[src/rtl/cpu_types_pkg.sv]
// Shared CPU types: the memory word, RAM handshake states and arbiter FSM states.
package cpu_types_pkg;

   typedef logic [31:0] word_t;

   typedef enum logic [1:0] {
      FREE   = 2'd0,
      BUSY   = 2'd1,
      ACCESS = 2'd2,
      ERROR  = 2'd3
   } ramstate_t;

   typedef enum logic [1:0] {
      IDLE = 2'd0,
      IGNT = 2'd1,
      DGNT = 2'd2
   } arb_state_t;

endpackage

[src/rtl/arb_timer.sv]
// Saturating grant-length counter with a sticky flag that sets on the edge
// where the count reaches TIMEOUT. It only raises a flag; it never ends a grant.
module arb_timer #(
   parameter int TIMEOUT = 1023
) (
   input  logic CLK,
   input  logic RST,
   input  logic clr,
   input  logic en,
   output logic flag
);

   localparam int CW = $clog2(TIMEOUT + 1);

   logic [CW-1:0] cnt;

   // count stalled grant cycles, hold at TIMEOUT, latch the flag on arrival
   always_ff @(posedge CLK) begin
      if (RST) begin
         cnt  <= '0;
         flag <= 1'b0;
      end else if (clr) begin
         cnt <= '0;
      end else if (en) begin
         if (cnt != CW'(TIMEOUT))
            cnt <= cnt + 1'b1;
         if (cnt >= CW'(TIMEOUT - 1))
            flag <= 1'b1;
      end
   end

endmodule

[src/rtl/mem_arbiter.sv]
// Single-port RAM arbiter between icache fetches and dcache loads/stores.
// The dcache wins ties. Build with ARB_FAIR_EN defined to let an icache fetch
// through after MAX_DBURST consecutive dcache grants taken while iREN waited.
module mem_arbiter
   import cpu_types_pkg::*;
#(
   parameter int ADDR_W     = 32,
   parameter int DATA_W     = 32,
   parameter int TIMEOUT    = 1023,
   parameter int MAX_DBURST = 4
) (
   input  logic              CLK,
   input  logic              RST,
   input  logic              iREN,
   input  logic [ADDR_W-1:0] iaddr,
   output logic              iwait,
   output logic [DATA_W-1:0] iload,
   input  logic              dREN,
   input  logic              dWEN,
   input  logic [ADDR_W-1:0] daddr,
   input  logic [DATA_W-1:0] dstore,
   output logic              dwait,
   output logic [DATA_W-1:0] dload,
   output logic              ramREN,
   output logic              ramWEN,
   output logic [ADDR_W-1:0] ramaddr,
   output logic [DATA_W-1:0] ramstore,
   input  logic [DATA_W-1:0] ramload,
   input  logic [1:0]        ramstate,
   output logic              err,
   output logic              timeout
);

   arb_state_t state, state_next;
   ramstate_t  rs;
   logic       fair_i;

   assign rs    = ramstate_t'(ramstate);
   assign iload = ramload;
   assign dload = ramload;

`ifdef ARB_FAIR_EN
   localparam int BW = $clog2(MAX_DBURST + 1);
   logic [BW-1:0] dburst;

   assign fair_i = iREN && (dburst == BW'(MAX_DBURST));

   // count dcache grants won while an icache fetch was left waiting
   always_ff @(posedge CLK) begin
      if (RST)
         dburst <= '0;
      else if (state == IDLE) begin
         if (!iREN || state_next == IGNT)
            dburst <= '0;
         else if (state_next == DGNT && dburst != BW'(MAX_DBURST))
            dburst <= dburst + 1'b1;
      end
   end
`else
   assign fair_i = 1'b0;
`endif

   // state register and sticky error flag
   always_ff @(posedge CLK) begin
      if (RST) begin
         state <= IDLE;
         err   <= 1'b0;
      end else begin
         state <= state_next;
         if (state != IDLE && rs == ERROR)
            err <= 1'b1;
      end
   end

   // next state, RAM drive and completion strobes
   always_comb begin
      state_next = state;
      iwait      = 1'b1;
      dwait      = 1'b1;
      ramREN     = 1'b0;
      ramWEN     = 1'b0;
      ramaddr    = '0;
      ramstore   = '0;
      case (state)
         IDLE: begin
            if (fair_i)
               state_next = IGNT;
            else if (dREN || dWEN)
               state_next = DGNT;
            else if (iREN)
               state_next = IGNT;
         end
         IGNT: begin
            ramREN  = iREN;
            ramaddr = iaddr;
            if (!iREN)
               state_next = IDLE;
            else if (rs == ACCESS) begin
               iwait      = 1'b0;
               state_next = IDLE;
            end
         end
         DGNT: begin
            ramREN   = dREN;
            ramWEN   = dWEN;
            ramaddr  = daddr;
            ramstore = dstore;
            if (!(dREN || dWEN))
               state_next = IDLE;
            else if (rs == ACCESS) begin
               dwait      = 1'b0;
               state_next = IDLE;
            end
         end
         default: state_next = IDLE;
      endcase
   end

   arb_timer #(.TIMEOUT(TIMEOUT)) u_timer (
      .CLK  (CLK),
      .RST  (RST),
      .clr  (state == IDLE && state_next != IDLE),
      .en   (state != IDLE && rs != ACCESS),
      .flag (timeout)
   );

endmodule
[config.mk]
export PLATFORM = sky130hd
export DESIGN_NAME = mem_arbiter
export DESIGN_NICKNAME = d
export VERILOG_FILES = /design/src/rtl/cpu_types_pkg.sv /design/src/rtl/arb_timer.sv /design/src/rtl/mem_arbiter.sv
export SDC_FILE = /design/constraint.sdc
export NUM_CORES = 1
export LEC_CHECK = 0
export ABC_AREA = 1
export CORE_AREA = 4 4 102 104
export CTS_CLUSTER_SIZE = 24
export DETAILED_ROUTE_END_ITERATION = 8
export DIE_AREA = 0 0 106 108
export PLACE_DENSITY_LB_ADDON = 0.25
export SLEW_MARGIN = 20
export SYNTH_ARGS = -nofsm -noshare
export SYNTH_HDL_FRONTEND = slang
export SYNTH_HIERARCHICAL = 1
export SYNTH_SLANG_ARGS = --single-unit
[constraint.sdc]
create_clock -name CLK -period 4.2 [get_ports CLK]
set_input_delay 0.84 -clock CLK [delete_from_list [all_inputs] [get_ports CLK]]
set_output_delay 0.84 -clock CLK [all_outputs]
set_load 0.03 [all_outputs]
Yosys cells after proc, flatten, opt, wreduce, memory -nomap -nowiden
Cells that the tools add are included.
{"block": "word_totals", "regBits": 14, "in_bits": 135, "wordCells": 38}
{"block": "classes", "mux": 15, "n_eq_ne": 6, "bitwise_logic": 1, "addsub": 1, "magnitude_cmp": 1, "reduce_logical": 10}
{"cell": "32-bit one-hot mux with 2 select lines", "n": 1}
{"cell": "32-bit 2-to-1 mux", "n": 1}
{"cell": "10-bit by 1-bit adder with 10-bit output (second input constant)", "n": 1}
{"cell": "10-bit greater-or-equal comparator (second input constant)", "n": 1}
{"cell": "2-bit 2-to-1 mux", "n": 5}
{"cell": "10-bit inequality test (second input constant)", "n": 1}
{"cell": "2-bit == test (second input constant)", "n": 3}
{"cell": "1-bit 2-to-1 mux", "n": 6}
{"cell": "2-bit one-hot mux with 3 select lines", "n": 1}
{"cell": "2-bit nonzero test", "n": 2}
{"cell": "1-bit logical AND", "n": 3}
{"cell": "3-bit AND reduction", "n": 1}
{"cell": "2-bit by 1-bit == test with 1-bit output (second input constant)", "n": 1}
{"cell": "2-bit zero test", "n": 1}
{"cell": "2-bit inequality test (second input constant)", "n": 1}
{"cell": "1-bit one-hot mux with 2 select lines", "n": 1}
{"cell": "2-bit AND reduction", "n": 1}
{"cell": "2-bit OR reduction", "n": 1}
{"cell": "1-bit logical OR", "n": 1}
{"cell": "1-bit inverter", "n": 1}

Logic depth before layout (Yosys ltp)
{"block": "logic_depth", "depth_word": 8, "mapped_depth": 12}

Hierarchy
Netlist, hierarchy kept.
{"module": "mem_arbiter", "n_inst": 1, "cells_per_inst": 281, "area_each_um2": 1490.2}
{"module": "arb_timer", "n_inst": 1, "cells_per_inst": 95, "area_each_um2": 654.4}

Worst setup path after synthesis
No wires, ideal clock.
{"block": "synth_timing", "path_kind": "reg-to-output", "startpoint": "register state[0]", "endpoint": "output ramaddr[0]", "path_stages_with_launch": 6, "n_path_buf": 1, "arrival_ns": 1.444, "path_slack_ns": 1.916, "path_cell_list": "dfxtp_1 -> inv_1 -> ha_1 -> inv_1 -> buf_1 -> a21oi_1"}
{"block": "synth_between", "elab_chain_cells": 2, "word_cells_on_any_way": 3}
{"item": "from (decl)", "line": "mem_arbiter.sv:34", "rtl": "arb_state_t state, state_next;"}
{"item": "from (signal assigned)", "line": "mem_arbiter.sv:69", "rtl": "state <= state_next;"}
{"item": "2-bit == test or 2-bit by 1-bit == test with 1-bit output (tied branches)", "line": "mem_arbiter.sv:84", "rtl": "case (state)"}
{"item": "32-bit one-hot mux with 2 select lines (*)", "line": "mem_arbiter.sv:84"}
{"item": "to (decl)", "line": "mem_arbiter.sv:26", "rtl": "output logic [ADDR_W-1:0] ramaddr,"}
Mark *: on every way between the ends. The rest lies on a longest branch, timed or not.

Worst setup path in the final report
{"block": "layout_timing", "startpoint": "register state[0]", "endpoint": "output ramaddr[26]"}
The elaborated chain is that of the path after synthesis.

==> flow_summary.ini <==
[cts]
ctsRootBufferMaster = clkbuf_8
clkSlewWorstSetupHoldPaths_ps = 50
hold_buffers = 0
cts_resized = 0
post-cts-setup-buffers = 0
clock_sinks = 14
clock_path_buffers = 2
clk_latency_ps = 250
cts_buffers = 3
cts_tree = built
cts_max_level = 1

[synthesis]
yosysTopAreaCell = buf_4
synth_cell_types = 28
synth_common_cells = 130 x nand2_1, 69 x buf_4, 51 x inv_1
ys.flop_type = dfxtp_1
async_flop_share_pct = 0
seq_area_frac_synth_pct = 13.07
syn_area_um2 = 2145
synth_area_leaders = buf_4 24%, nand2_1 23%, dfxtp_1 13%
yosysMostFrequentCell = nand2_1
ys_ff_latch = 14
yosysWarningCount = 6
postSynthAreaPerCell_um2 = 5.704
synth_top_area_share_pct = 24.15
synth-edff-count = 0
synth.net_count = 517
synth_cells = 376

[global_routing]
track_usage_pct = 17.54
grt_pass1_wl_um = 15300
grt_max_degree = 27
overflow = 0
antenna_found_initial = 0
grt_pass1_vias = 2583

[timing]
grt_setup_unrepaired = false
tightestPinTransition_ps = 825.2
finalCritPeriodShare_pct = 81.90
finalHoldViolations = 0
timing.fmax_ghz = 0.2907
drv_slew = 0
relSlewSlack_pct = 44.93
finalSetupTns_ps = 0
setup_viol = 0
period_minus_slack_ps = 3440
whs_ps = 451.5
setup_ws_ps = 760.2
finalClockSkew_ps = 1.170

[hold_path]
hp-class = reg2reg

[floorplanning]
core_um2 = 9549
io_pins = 269
die_y_um = 108
dieArea_um2 = 11450
die_w_um = 106
rows = 36
initial_core_util_pct = 22.46

[routing]
avgViaCountPerCell = 4.070
drtPass1Iterations = 6
vias = 2495
drc = 0
drtIter0Drc = 116
ant_nets = 0
wirelength_um = 10420
wl_per_cell_um = 17.00

[power]
leakage_nw = 1.506
power.density_nw_per_um2 = 182.0
peakVddDrop_mv = 0.1604

[layout]
utilization_pct = 37.00
drive_gt1_share_pct = 4.184
nets = 621
area_delta_synth_final_pct = 64.76
stdcell_count = 613

[status]
status = complete, no violations

[placement]
pre_cts_ws_ps = 848.5
io_buffer_count = 172
post-dp-hpwl_um = 8775
globalplace.congestion = 0.8386
dp.cells = 608

[flow_run]
max-cap-violations = 0

[critical_path]
critPathMaxFanout = 24
start_kind = flop
required_ps = 3360
critPathKind = reg2out
cp_data_arrival_time_ps = 2600
end_kind = output pin
## area by class of cell
cell class | instances | area, µm²
Fill cell | 1047 | 6016
Tap cell | 133 | 166.4
Antenna cell | 2 | 5.005
Multi-Input combinational cell | 231 | 1076
Timing Repair Buffer | 178 | 1767
Clock buffer | 3 | 41.29
Inverter | 52 | 197.7
Sequential cell | 14 | 280.3
## routing by layer
layer,wire length [µm],vias to the layer above,GRT usage (%)
met3,1375,10,10.15
met4,108,2,3.145
met2,4260,129,25.87
li1,-,1277,-
met5,71,-,4.464
met1,4608,1077,22.09
## sequential cells by signal, indices dropped and copies added, names as in the netlist
signal	flops
state	2
u_timer/flag	1
err	1
u_timer/cnt	10
## worst paths after layout
check / from / to / slack (ps) / cells past startpoint
min: u_timer/flag / u_timer/flag / 450 / 2
max: state[0] / ramaddr[26] / 760 / 6
min reg2reg: u_timer/flag / u_timer/flag / 450 / 2
max reg2reg: state[1] / u_timer/cnt[2] / 1840 / 12
## placed cells by master, fill, tap and decap left out, drive strengths merged
master / instances
o21ai: 2
clkbuf: 3
nor3: 2
buf: 6
xor2: 2
dfxtp: 14
o2111ai: 1
diode: 2
xnor2: 1
nand4: 5
a31oi: 1
clkdlybuf4s50: 172
ha: 6
a21oi: 39
nand3: 9
nand2: 134
nor2: 28
inv: 52
or2: 1
## cell families after synthesis
family,synth area share (%)
AND/OR/NAND/NOR,34.89
buffers and inverters,36.87
AO/OA/AOI/OAI,10.44
flip-flops,13.07
adder cells (fa/ha/maj),3.500
XOR/XNOR,1.225
## worst max-delay path, stage by stage, from the launching register on
cell	delay (ps)
dfxtp_1	380
inv_1	100
ha_1	290
inv_1	600
buf_4	300
a21oi_1	70
clkdlybuf4s50_1	600
## power breakdown
part / total, mW / switching (mW) / internal (mW) / leakage [nW]
clock: 0.110 / 0.0463 / 0.0635 / 0.0216
combinational: 0.393 / 0.211 / 0.182 / 1.37
sequential: 0.140 / 0.00368 / 0.137 / 0.113
total: 0.643 / 0.261 / 0.382 / 1.51
## per-stage QoR
step	cell area, µm²	power, mW
4_1_cts	3528	0.6531
2_1_floorplan	2145	0.4508
5_1_grt	3528	0.6867
3_5_place_dp	3487	0.5369
6_report	3533	0.6432
3_3_place_gp	3487	0.5354
Power figures use the tool's default switching activity.
